`src/rtl/rvx_memory_port_arbiter.sv`:
```
// rvx_memory_port_arbiter
//
// Shares one 32-bit memory port between the instruction bus (read-only) and
// the data bus (read/write). Only one transaction is outstanding at a time.
// Downstream request signals are registered and latched at grant. Responses
// are routed combinationally back to the requester that owns the transaction.
//
// Optional feature macro: RVX_ARBITER_ROUND_ROBIN_EN
//   defined   : when both buses request in IDLE, the bus that did not win
//               the last grant is granted.
//   undefined : fixed priority, dbus wins in IDLE.
//   In both builds, completion of a transaction hands the port straight to the
//   other bus when that bus is requesting.
//
// Ports
//   clock, reset          : clock and asynchronous active-high reset
//   ibus_*                : instruction fetch request / response
//   dbus_*                : data read/write request / response
//   mem_address/rrequest/wrequest/wdata/wstrobe : registered memory request
//   mem_rdata/rresponse/wresponse               : memory response
//
// state      | meaning
// -----------+---------------------------------------------------------
// IDLE       | no transaction outstanding, arbitrating new requests
// IBUS_BUSY  | ibus owns the memory port, waiting for completion
// DBUS_BUSY  | dbus owns the memory port, waiting for completion

module rvx_memory_port_arbiter (
    input  logic        clock,
    input  logic        reset,

    input  logic [31:0] ibus_address,
    input  logic        ibus_rrequest,
    output logic [31:0] ibus_rdata,
    output logic        ibus_rresponse,

    input  logic [31:0] dbus_address,
    input  logic        dbus_rrequest,
    input  logic        dbus_wrequest,
    input  logic [31:0] dbus_wdata,
    input  logic [3:0]  dbus_wstrobe,
    output logic [31:0] dbus_rdata,
    output logic        dbus_rresponse,
    output logic        dbus_wresponse,

    output logic [31:0] mem_address,
    output logic        mem_rrequest,
    output logic        mem_wrequest,
    output logic [31:0] mem_wdata,
    output logic [3:0]  mem_wstrobe,
    input  logic [31:0] mem_rdata,
    input  logic        mem_rresponse,
    input  logic        mem_wresponse
);

    typedef enum logic [1:0] {
        IDLE      = 2'd0,
        IBUS_BUSY = 2'd1,
        DBUS_BUSY = 2'd2
    } state_t;

    state_t      state_q, state_d;
    logic        last_grant_q, last_grant_d;
    logic [31:0] mem_address_q, mem_address_d;
    logic        mem_rrequest_q, mem_rrequest_d;
    logic        mem_wrequest_q, mem_wrequest_d;
    logic [31:0] mem_wdata_q, mem_wdata_d;
    logic [3:0]  mem_wstrobe_q, mem_wstrobe_d;

    logic        ibus_req;
    logic        dbus_req;
    logic        done;
    logic        grant_ibus;
    logic        grant_dbus;
    logic        go_idle;

    assign ibus_req = ibus_rrequest;
    assign dbus_req = dbus_rrequest | dbus_wrequest;
    assign done     = mem_rresponse | mem_wresponse;

    always_comb begin
        grant_ibus = 1'b0;
        grant_dbus = 1'b0;
        go_idle    = 1'b0;

        unique case (state_q)
            IDLE: begin
                if (ibus_req && dbus_req) begin
`ifdef RVX_ARBITER_ROUND_ROBIN_EN
                    if (last_grant_q) grant_ibus = 1'b1;
                    else              grant_dbus = 1'b1;
`else
                    grant_dbus = 1'b1;
`endif
                end else if (dbus_req) begin
                    grant_dbus = 1'b1;
                end else if (ibus_req) begin
                    grant_ibus = 1'b1;
                end
            end
            // The owner's own request in the done cycle is stale, so only the
            // other bus is considered for a direct hand-off.
            IBUS_BUSY: begin
                if (done) begin
                    if (dbus_req) grant_dbus = 1'b1;
                    else          go_idle    = 1'b1;
                end
            end
            DBUS_BUSY: begin
                if (done) begin
                    if (ibus_req) grant_ibus = 1'b1;
                    else          go_idle    = 1'b1;
                end
            end
            default: go_idle = 1'b1;
        endcase
    end

    always_comb begin
        state_d        = state_q;
        last_grant_d   = last_grant_q;
        mem_address_d  = mem_address_q;
        mem_rrequest_d = mem_rrequest_q;
        mem_wrequest_d = mem_wrequest_q;
        mem_wdata_d    = mem_wdata_q;
        mem_wstrobe_d  = mem_wstrobe_q;

        if (grant_ibus) begin
            state_d        = IBUS_BUSY;
            last_grant_d   = 1'b0;
            mem_address_d  = ibus_address;
            mem_rrequest_d = 1'b1;
            mem_wrequest_d = 1'b0;
            mem_wdata_d    = 32'd0;
            mem_wstrobe_d  = 4'd0;
        end else if (grant_dbus) begin
            state_d        = DBUS_BUSY;
            last_grant_d   = 1'b1;
            mem_address_d  = dbus_address;
            mem_rrequest_d = dbus_rrequest;
            mem_wrequest_d = dbus_wrequest;
            mem_wdata_d    = dbus_wdata;
            mem_wstrobe_d  = dbus_wstrobe;
        end else if (go_idle) begin
            state_d        = IDLE;
            mem_rrequest_d = 1'b0;
            mem_wrequest_d = 1'b0;
        end
    end

    always_ff @(posedge clock or posedge reset) begin
        if (reset) begin
            state_q        <= IDLE;
            last_grant_q   <= 1'b0;
            mem_address_q  <= 32'd0;
            mem_rrequest_q <= 1'b0;
            mem_wrequest_q <= 1'b0;
            mem_wdata_q    <= 32'd0;
            mem_wstrobe_q  <= 4'd0;
        end else begin
            state_q        <= state_d;
            last_grant_q   <= last_grant_d;
            mem_address_q  <= mem_address_d;
            mem_rrequest_q <= mem_rrequest_d;
            mem_wrequest_q <= mem_wrequest_d;
            mem_wdata_q    <= mem_wdata_d;
            mem_wstrobe_q  <= mem_wstrobe_d;
        end
    end

    assign mem_address  = mem_address_q;
    assign mem_rrequest = mem_rrequest_q;
    assign mem_wrequest = mem_wrequest_q;
    assign mem_wdata    = mem_wdata_q;
    assign mem_wstrobe  = mem_wstrobe_q;

    // Read data is shared; the response strobes decide who consumes it.
    assign ibus_rdata     = mem_rdata;
    assign dbus_rdata     = mem_rdata;
    assign ibus_rresponse = mem_rresponse & (state_q == IBUS_BUSY);
    assign dbus_rresponse = mem_rresponse & (state_q == DBUS_BUSY);
    assign dbus_wresponse = mem_wresponse & (state_q == DBUS_BUSY);

endmodule

```
`config.mk`:
```
export PLATFORM = sky130hd
export DESIGN_NAME = rvx_memory_port_arbiter
export DESIGN_NICKNAME = d
export VERILOG_FILES = /design/src/rtl/rvx_memory_port_arbiter.sv
export SDC_FILE = /design/constraint.sdc
export NUM_CORES = 1
export LEC_CHECK = 0
export CORE_AREA = 2 2 108 110
export CTS_BUF_LIST = sky130_fd_sc_hd__clkbuf_8
export DETAILED_ROUTE_END_ITERATION = 10
export DIE_AREA = 0 0 110 112
export PLACE_DENSITY = 0.79
export REMOVE_ABC_BUFFERS = 1
export SLEW_MARGIN = 40
export SYNTH_ARGS = -nofsm -noshare
export SYNTH_HDL_FRONTEND = slang
export SYNTH_SLANG_ARGS = --single-unit
```
`constraint.sdc`:
```
create_clock -name clock -period 7.2 [get_ports clock]
set_clock_uncertainty 0.2 [all_clocks]
set_input_delay 1.44 -clock clock [delete_from_list [all_inputs] [get_ports clock]]
set_output_delay 1.44 -clock clock [all_outputs]
set_load 0.01 [all_outputs]
```
==> results of run 1 <==
## cell families after synthesis
family                     share of synthesized area [%]
and+or+nand+nor                                     12.2
buffers and inverters                               17.1
AOI/OAI and AO/OA                                   11.9
DFF                                                 49.1
muxes                                               8.72
adders and majority gates                           1.02
## through the flow
stage / instance area, um2 / hold WS [ns]
final: 5310 / 0.321
after global routing: 5310 / 0.348
after CTS: 5310 / 0.325
after detailed placement: 5110 / 0.314
after global placement: 5080 / 0.310
after floorplan: 3050 / 0.319
## state kept, by name (all words and copies together), names as in the netlist
| signal | cells |
|---|---|
| mem_wdata | 32 |
| mem_wrequest | 1 |
| state_q | 2 |
| mem_rrequest | 1 |
| mem_wstrobe | 4 |
| mem_address | 32 |
## area by class of cell
class                           instances  area share, %
Clock inverter                          7           1.34
Inverter                                3          0.212
Sequential cell                        72           34.0
Clock buffer                            9           2.33
Multi-Input combinational cell        231           23.8
Timing Repair Buffer                  185           35.0
Tap cell                              143           3.37
## worst max-delay path, stage by stage
cell,delay (ns)
clkdlybuf4s50_1,0.55
and2_1,0.16
clkdlybuf4s50_1,0.53
## synthesized netlist by cell type, types with 6 or more instances
cell / count / share of area (%)
clkbuf_1: 7 / 0.72
o21ai_1: 6 / 0.82
buf_4: 69 / 14
buf_2: 7 / 0.95
o21ai_0: 30 / 4.1
dfrtp_1: 72 / 49
nand2_1: 107 / 11
mux2i_1: 32 / 8.7
a21oi_1: 38 / 5.2
## final timing paths
check,end,from,cells after the start,slack [ns]
hold reg to reg,mem_wdata[7]$_DFFE_PP0P_,mem_wdata[7]$_DFFE_PP0P_,2,0.32
setup reg to reg,mem_address[31]$_DFFE_PP0P_,state_q[1]$_DFFE_PP0P_,7,4.18
setup / recovery,dbus_rresponse,mem_rresponse,3,2.88
max in group asynchronous,state_q[0]$_DFFE_PP0P_,reset,3,4.95
min in group asynchronous,mem_address[10]$_DFFE_PP0P_,reset,3,1.38
hold / removal,mem_wdata[7]$_DFFE_PP0P_,mem_wdata[7]$_DFFE_PP0P_,2,0.32
## routing by layer
layer / wire length [um] / up-vias / GRT usage, %
met5: 57 / - / 5.04
met4: 171 / 2 / 5.57
met3: 2040 / 17 / 15.2
met2: 4820 / 216 / 26.4
met1: 4680 / 1445 / 22.7
li1: - / 1440 / -
## power breakdown
group,internal (mW),switching [mW],leakage [nW]
combinational,0.570,0.516,1.29
clock,0.160,0.153,0.0916
sequential,0.593,0.105,0.895
total,1.32,0.773,2.27
==> run_results.csv, run 1 <==
group,metric,value,unit
cells_and_area,final_core_util,47.5,%
sta,finalCriticalPeriod,4.32,ns
synthesis,synth-edff-count,0,
synthesis,synth_cells,393,
grt,grt_pass1_vias,3198,
placement,port_buffers,179,
placement,hpwl,9.05,mm
cells_and_area,regArea,0.00180,mm2
clocking,path_clk_slew,0.07,ns
synthesis,ys_ff_latch,72,
run_status,status,"complete, no violations",
detailed_routing,drc,0,
synthesis,ys.flop_type,"dfrtp_1",
synthesis,seq_area_frac_synth,49.1,%
detailed_routing,avgViaCountPerCell,4.80,
worst_setup_path,path_class,"in2out",
sta,rsz0062_at_grt,"false",
placement,place_ws,2.88,ns
detailed_routing,drt-initial-drc-count,231,
synthesis,synth.avg_cell_area,9.34,um2
grt,grt_max_degree,73,
cells_and_area,nets,644,
grt,track_usage,19.3,%
power,power_density,395,mW/mm2
die,fp-row-count,39,
clocking,cts_resized,0,
worst_setup_path,end_kind,"output port",
detailed_routing,routed_wl,11.8,mm
worst_setup_path,cp_max_fo,5,
clocking,cts_buffers,9,
detailed_routing,vias,3120,
sta,setup_viol,0,
die,start_util,32.9,%
worst_setup_path,startpoint_type,"primary input",
die,die_area,0.0123,mm2
sta,tightestPinTransition,0.654,ns
cells_and_area,area_growth,44.5,%
placement,gp_congestion,0.773,
detailed_routing,wl_per_cell,18.1,um
cells_and_area,final_cells,650,
die,core,0.0112,mm2
worst_setup_path,cp.arrival,2.68,ns
clocking,htreeDepth,3,
clocking,cts_tree,"done",
die,die_h,112,um
grt,grt_pass1_wl,17.6,mm
synthesis,yosysWarnings,0,
grt,overflow,0,
detailed_routing,dr.pass1.iters,4,
clocking,clk_path_buf_depth,2,
synthesis,synthesis.area,0.00367,mm2
cells_and_area,mostFrequentLayoutCells,"clkdlybuf4s50_1, nand2_1, dfrtp_1",
cells_and_area,fillCellCount,1056,
clocking,post-cts-setup-buffer-count,0,
cells_and_area,multiInputGateArea,0.00126,mm2
placement,dp_cells,634,
grt,antenna_found_initial,0,
cells_and_area,layout_commonest_cell,"clkdlybuf4s50_1",
cells_and_area,diodes,0,
job,max_cap_violations,0,
die,ios,276,
sta,hold_viol,0,
worst_setup_path,required,5.56,ns
power,p_leak,2.27,nW
sta,slew_violations,0,
power,power,2.10,mW
synthesis,synthArstFlopShare,100,%
clocking,insertion_delay,0.33,ns
power,peakVddDrop,0.000167,V
sta,max_freq,232,MHz
clocking,hold_buffers,0,
clocking,ctsRootBufferMaster,"clkbuf_8",
sta,timing.slew.headroom,56.4,%
sta,fin_crit_sh,60.0,%
detailed_routing,ant_nets,0,
clocking,cts_sinks,72,
die,die_x,110,um
hold_path,hold_path.class,"reg2reg",
sta,setup_ws,2.88,ns
synthesis,yosysUniqueCellTypes,25,
cells_and_area,drive_gt1_share,4.93,%
sta,fin_tns_setup,0,ns
Note: power is estimated with default switching activity, not from simulation.
==> run 2: changes to the inputs <==
--- a/config.mk
+++ b/config.mk
@@ -5,11 +5,11 @@
 export SDC_FILE = /design/constraint.sdc
 export NUM_CORES = 1
 export LEC_CHECK = 0
-export CORE_AREA = 2 2 108 110
+export CORE_ASPECT_RATIO = 0.9
+export CORE_UTILIZATION = 32
 export CTS_BUF_LIST = sky130_fd_sc_hd__clkbuf_8
 export DETAILED_ROUTE_END_ITERATION = 10
-export DIE_AREA = 0 0 110 112
-export PLACE_DENSITY = 0.79
+export PLACE_DENSITY = 0.8
 export REMOVE_ABC_BUFFERS = 1
 export SLEW_MARGIN = 40
 export SYNTH_ARGS = -nofsm -noshare
==> constraint.sdc (replaced) <==
create_clock -name clock -period 3.93 [get_ports clock]
set_clock_uncertainty 0.2 [all_clocks]
set_input_delay 0.786 -clock clock [delete_from_list [all_inputs] [get_ports clock]]
set_output_delay 0.786 -clock clock [all_outputs]
set_load 0.01 [all_outputs]
==> run 2 against run 1 <==
Sequential power rose by 83%. Register-to-register slack got worse by 2.6 ns. Sequential share of layout area decreased by 0.16 points. Combinational power rose by 83%. Largest power group unchanged. Core utilization increased by 1.0 points. Critical path depth stayed put. Setup slack got worse by 1.9 ns. Non-clock buffer count rose by 1. Highest routed layer unchanged.
==> run_results.csv, run 2 (same netlist as run 1, synthesis figures left out) <==
group,metric,value,unit
run_status,status,"complete, no violations",
die,fp-row-count,36,
detailed_routing,routed_wl,11.7,mm
die,die_x,115,um
power,switchingPower,1.40,mW
detailed_routing,dr.pass1.iters,4,
worst_setup_path,cp.arrival,1.98,ns
sta,hold_viol,0,
grt,track_usage,20.2,%
sta,fin_crit_sh,75.4,%
worst_setup_path,cp_max_fo,5,
power,peakVddDrop,0.000352,V
die,start_util,33.4,%
cells_and_area,layout_commonest_cell,"clkdlybuf4s50_1",
placement,hpwl,9.05,mm
grt,grt_pass1_vias,3369,
grt,overflow,0,
die,ios,276,
clocking,hold_buffers,0,
clocking,cts_buffers,9,
die,core,0.0110,mm2
detailed_routing,drt-initial-drc-count,129,
worst_setup_path,required,2.94,ns
clocking,cts_sinks,72,
sta,max_freq,337,MHz
clocking,post-cts-setup-buffer-count,0,
sta,tightestPinTransition,0.552,ns
cells_and_area,drive_gt1_share,4.72,%
grt,grt_max_degree,105,
worst_setup_path,startpoint_type,"primary input",
clocking,cts_resized,0,
cells_and_area,mostFrequentLayoutCells,"clkdlybuf4s50_1, nand2_1, dfrtp_1",
sta,rsz0062_at_grt,"false",
grt,antenna_found_initial,0,
sta,finalCriticalPeriod,2.97,ns
sta,timing.slew.headroom,63.2,%
sta,slew_violations,0,
hold_path,hold_path.class,"reg2reg",
job,max_cap_violations,0,
clocking,ctsRootBufferMaster,"clkbuf_8",
power,clkPwrFrac,15.2,%
placement,gp_congestion,0.799,
power,intPower,2.46,mW
cells_and_area,fillCellCount,1059,
die,die_area,0.0119,mm2
detailed_routing,vias,3165,
placement,postPlaceCellArea,0.00513,mm2
hold_path,hp-start,"mem_wdata[27]$_DFFE_PP0P_",
power,switching_share,36.3,%
worst_setup_path,crit_start,"mem_rresponse",
cells_and_area,diodes,0,
worst_setup_path,end_kind,"output port",
clocking,path_clk_slew,0.07,ns
power,comb_power_share,51.7,%
detailed_routing,avgViaCountPerCell,4.80,
die,die_h,104,um
clocking,cts_tree,"done",
cells_and_area,fin_area,0.00533,mm2
clocking,clk_path_buf_depth,2,
detailed_routing,drc,0,
clocking,insertion_delay,0.34,ns
cells_and_area,final_core_util,48.5,%
worst_setup_path,path_class,"in2out",
placement,port_buffers,179,
sta,setup_viol,0,
cells_and_area,nets,645,
sta,fin_tns_setup,0,ns
grt,grt_pass1_wl,17.9,mm
detailed_routing,wl_per_cell,17.8,um
cells_and_area,area_growth,45.1,%
worst_setup_path,r2r-start,"state_q[0]$_DFFE_PP0P_",
clocking,htreeDepth,3,
power,p_leak,2.30,nW
power,p_seq_share,33.2,%
power,power_density,724,mW/mm2
detailed_routing,ant_nets,0,
run 2: changes by cell type in the layout (fill, tap and decap cells not counted):
cell / before / now
buf_12: 0 / 1
inv_2: 1 / 0
clkinv_4: 0 / 1
buf_8: 2 / 0
inv_1: 2 / 4
clkbuf_8: 9 / 11
inv_6: 1 / 0
clkinvlp_4: 3 / 0
buf_4: 3 / 5
run 2: path summary, 6_finish.rpt:
| check | cells after the start | slack [ns] | to |
|---|---|---|---|
| hold reg to reg | 2 | 0.33 | mem_wdata[27]$_DFFE_PP0P_ |
| setup reg to reg | 6 | 1.60 | mem_address[1]$_DFFE_PP0P_ |
| max in group asynchronous | 3 | 2.34 | mem_wdata[3]$_DFFE_PP0P_ |
| hold / removal | 2 | 0.33 | mem_wdata[27]$_DFFE_PP0P_ |
| min in group asynchronous | 2 | 0.63 | mem_address[4]$_DFFE_PP0P_ |
| setup / recovery | 3 | 0.96 | dbus_rresponse |
run 2: final cells by class:
class	instances	area, um2	share of cell area, %
Timing Repair Buffer	186	1860	34.9
Sequential cell	72	1800	33.8
Multi-Input combinational cell	231	1260	23.7
Tap cell	152	190	3.57
Clock buffer	11	151	2.84
Clock inverter	5	47.5	0.892
Inverter	3	16.3	0.305
run 2: per-stage QoR:
stage	power (mW)	worst slack, ns	instances	hold WS (ns)
6_report	3.86	0.965	660	0.326
5_1_grt	4.14	0.878	660	0.348
4_1_cts	3.90	0.950	660	0.330
3_5_place_dp	3.30	0.954	644	0.319
3_3_place_gp	3.21	0.921	643	0.312
2_1_floorplan	2.28	-1.53	306	0.319
run 2: critical path: stages:
cell and delay [ns]:
clkdlybuf4s50_1 0.53, and2_1 0.14, clkdlybuf4s50_1 0.52
run 2: layer usage:
metal  global-route usage, %  vias up  wire length, um
met2                    28.0      229             4830
met4                    9.46        2              270
li1                        -     1442                -
met3                    15.4       20             2020
met1                    22.1     1472             4570
met5                    5.78        -               46
run 2: power groups by stage:
stage	sequential, mW	combinational (mW)	clock (mW)
finish	1.28	1.99	0.585
global route	1.32	2.18	0.644
CTS	1.28	2.01	0.611
detailed placement	1.29	2.01	0
global placement	1.27	1.94	0
floorplan	1.42	0.855	0
==> run 3: changes to the inputs <==
==> constraint.sdc (replaced) <==
create_clock -name clock -period 2.67 [get_ports clock]
set_clock_uncertainty 0.2 [all_clocks]
set_input_delay 0.534 -clock clock [delete_from_list [all_inputs] [get_ports clock]]
set_output_delay 0.534 -clock clock [all_outputs]
set_load 0.01 [all_outputs]
==> run 3 against run 2 <==
Setup slack worse by 0.77 ns. Die area stayed put. Total power is 52% higher. Critical endpoint is now ibus_rresponse. Combinational power increased by 50%. Final cell count is 0.30% higher. First-iteration DRC count decreased by 11%. Wire length decreased by 2.0%. Via count down 2.1%. Sequential share of layout area fell by 0.53 points. Core utilization grew 0.77 points. Count of clock-buffer cells in the layout up 1. Clock power grew 73%.
==> run_results.csv, run 3 (same netlist as run 1, synthesis figures left out) <==
group,metric,value,unit
die,start_util,33.4,%
die,die_area,0.0119,mm2
clocking,post-cts-setup-buffer-count,0,
cells_and_area,fin_area,0.00542,mm2
grt,overflow,0,
worst_setup_path,required,1.94,ns
placement,postPlaceCellArea,0.00518,mm2
worst_setup_path,path_buf_inv,2,
worst_setup_path,crit_chain,"clkdlybuf4s50_1, and2_1, clkdlybuf4s50_1",
worst_setup_path,path_class,"in2out",
cells_and_area,nets,647,
placement,dp_cells,646,
die,die_h,104,um
hold_path,hold_path.class,"in2async",
clocking,cts_sinks,72,
grt,grt_pass1_wl,17.4,mm
clocking,htreeDepth,3,
detailed_routing,drc,0,
sta,rsz0062_at_grt,"false",
clocking,clk_path_buf_depth,2,
clocking,cts_tree,"done",
clocking,ctsRootBufferMaster,"clkbuf_8",
detailed_routing,ant_nets,0,
clocking,path_clk_slew,0.08,ns
placement,hpwl,8.93,mm
sta,timing.slew.headroom,73.2,%
job,max_cap_violations,0,
power,peakVddDrop,0.000483,V
sta,slew_violations,0,
worst_setup_path,cp_max_fo,5,
cells_and_area,layout_commonest_cell,"clkdlybuf4s50_1",
power,p_leak,2.33,nW
placement,port_buffers,179,
clocking,insertion_delay,0.33,ns
cells_and_area,area_growth,47.5,%
cells_and_area,final_cells,662,
worst_setup_path,crit_family,"buffers and inverters",
worst_setup_path,slowest_delay,0.53,ns
die,die_x,115,um
detailed_routing,avgViaCountPerCell,4.68,
run_status,status,"complete, no violations",
sta,finalCriticalPeriod,2.47,ns
sta,setup_viol,0,
detailed_routing,routed_wl,11.5,mm
die,core,0.0110,mm2
worst_setup_path,end_kind,"output port",
cells_and_area,drive_gt1_share,5.49,%
detailed_routing,dr.pass1.iters,4,
worst_setup_path,cp_slowest_cell,"clkdlybuf4s50_1",
cells_and_area,fillCellCount,1025,
sta,tightestPinTransition,0.402,ns
power,power_density,1080,mW/mm2
worst_setup_path,cp.arrival,1.74,ns
clocking,cts_resized,0,
sta,fin_crit_sh,92.5,%
sta,hold_viol,0,
clocking,hold_buffers,0,
grt,track_usage,19.7,%
detailed_routing,vias,3100,
grt,grt_pass1_vias,3164,
grt,antenna_found_initial,0,
placement,gp_congestion,0.782,
clocking,cts_buffers,9,
cells_and_area,multiInputGateArea,0.00126,mm2
worst_setup_path,crit_top_cell,"clkdlybuf4s50_1",
grt,grt_max_degree,71,
die,fp-row-count,36,
detailed_routing,drt-initial-drc-count,115,
cells_and_area,mostFrequentLayoutCells,"clkdlybuf4s50_1, nand2_1, dfrtp_1",
worst_setup_path,startpoint_type,"primary input",
detailed_routing,wl_per_cell,17.4,um
cells_and_area,diodes,0,
sta,max_freq,405,MHz
die,ios,276,
cells_and_area,regArea,0.00180,mm2
run 3: cell count changes in the layout (fill, tap and decap cells not counted):
cell | previous run | this run
clkinv_4 | 1 | 0
bufinv_16 | 1 | 2
buf_12 | 1 | 4
clkbuf_8 | 11 | 12
inv_6 | 0 | 1
buf_6 | 1 | 0
inv_1 | 4 | 2
run 3: layer usage:
layer	vias up	global-route usage, %	part of all wire, %
met3	17	15.9	17
met4	2	6.77	2.1
li1	1446	-	-
met1	1417	22.1	40
met2	218	27.3	41
met5	-	5.78	0.40
run 3: path summary, 6_finish.rpt:
kind | endpoint | slack [ns] | startpoint | cells past startpoint
setup / recovery | ibus_rresponse | 0.20 | mem_rresponse | 3
hold / removal | mem_address[10]$_DFFE_PP0P_ | 0.29 | reset | 2
setup reg to reg | mem_address[14]$_DFFE_PP0P_ | 0.43 | state_q[0]$_DFFE_PP0P_ | 6
hold reg to reg | mem_wdata[29]$_DFFE_PP0P_ | 0.32 | mem_wdata[29]$_DFFE_PP0P_ | 2
max in group asynchronous | mem_wdata[31]$_DFFE_PP0P_ | 1.38 | reset | 3
min in group clock | mem_wdata[29]$_DFFE_PP0P_ | 0.32 | mem_wdata[29]$_DFFE_PP0P_ | 2
run 3: through the flow:
step,setup TNS [ns],power (mW),worst slack [ns],hold WS (ns),utilization (%)
floorplan,-170.68,3.26,-2.54,0.319,-
global placement,0,4.80,0.215,0.312,47.1
detailed placement,0,4.90,0.205,0.315,47.1
CTS,0,5.95,0.180,0.279,49.3
global route,0,6.31,0.0934,0.301,49.3
finish,0,5.86,0.199,0.288,49.3
run 3: area by class of cell:
class | count | area share, %
Clock inverter | 4 | 1.36
Multi-Input combinational cell | 231 | 23.3
Timing Repair Buffer | 188 | 35.3
Sequential cell | 72 | 33.3
Inverter | 3 | 0.231
Tap cell | 152 | 3.51
Clock buffer | 12 | 3.05
run 3: power breakdown:
group / switching [mW] / total, mW / internal (mW)
Sequential: 0.269 / 1.87 / 1.60
Combinational: 1.40 / 2.99 / 1.59
Clock: 0.405 / 1.01 / 0.605
run 3: worst register-to-register path: cells and delay by family (launching register included):
| kind | cells | cell delay (ns) |
|---|---|---|
| AND/OR/NAND/NOR | 1 | 0.42 |
| buffers and inverters | 2 | 0.43 |
| adder cells (fa/ha/maj) | 1 | 0.31 |
| AO/OA/AOI/OAI | 2 | 0.34 |
| flip-flops | 1 | 0.40 |
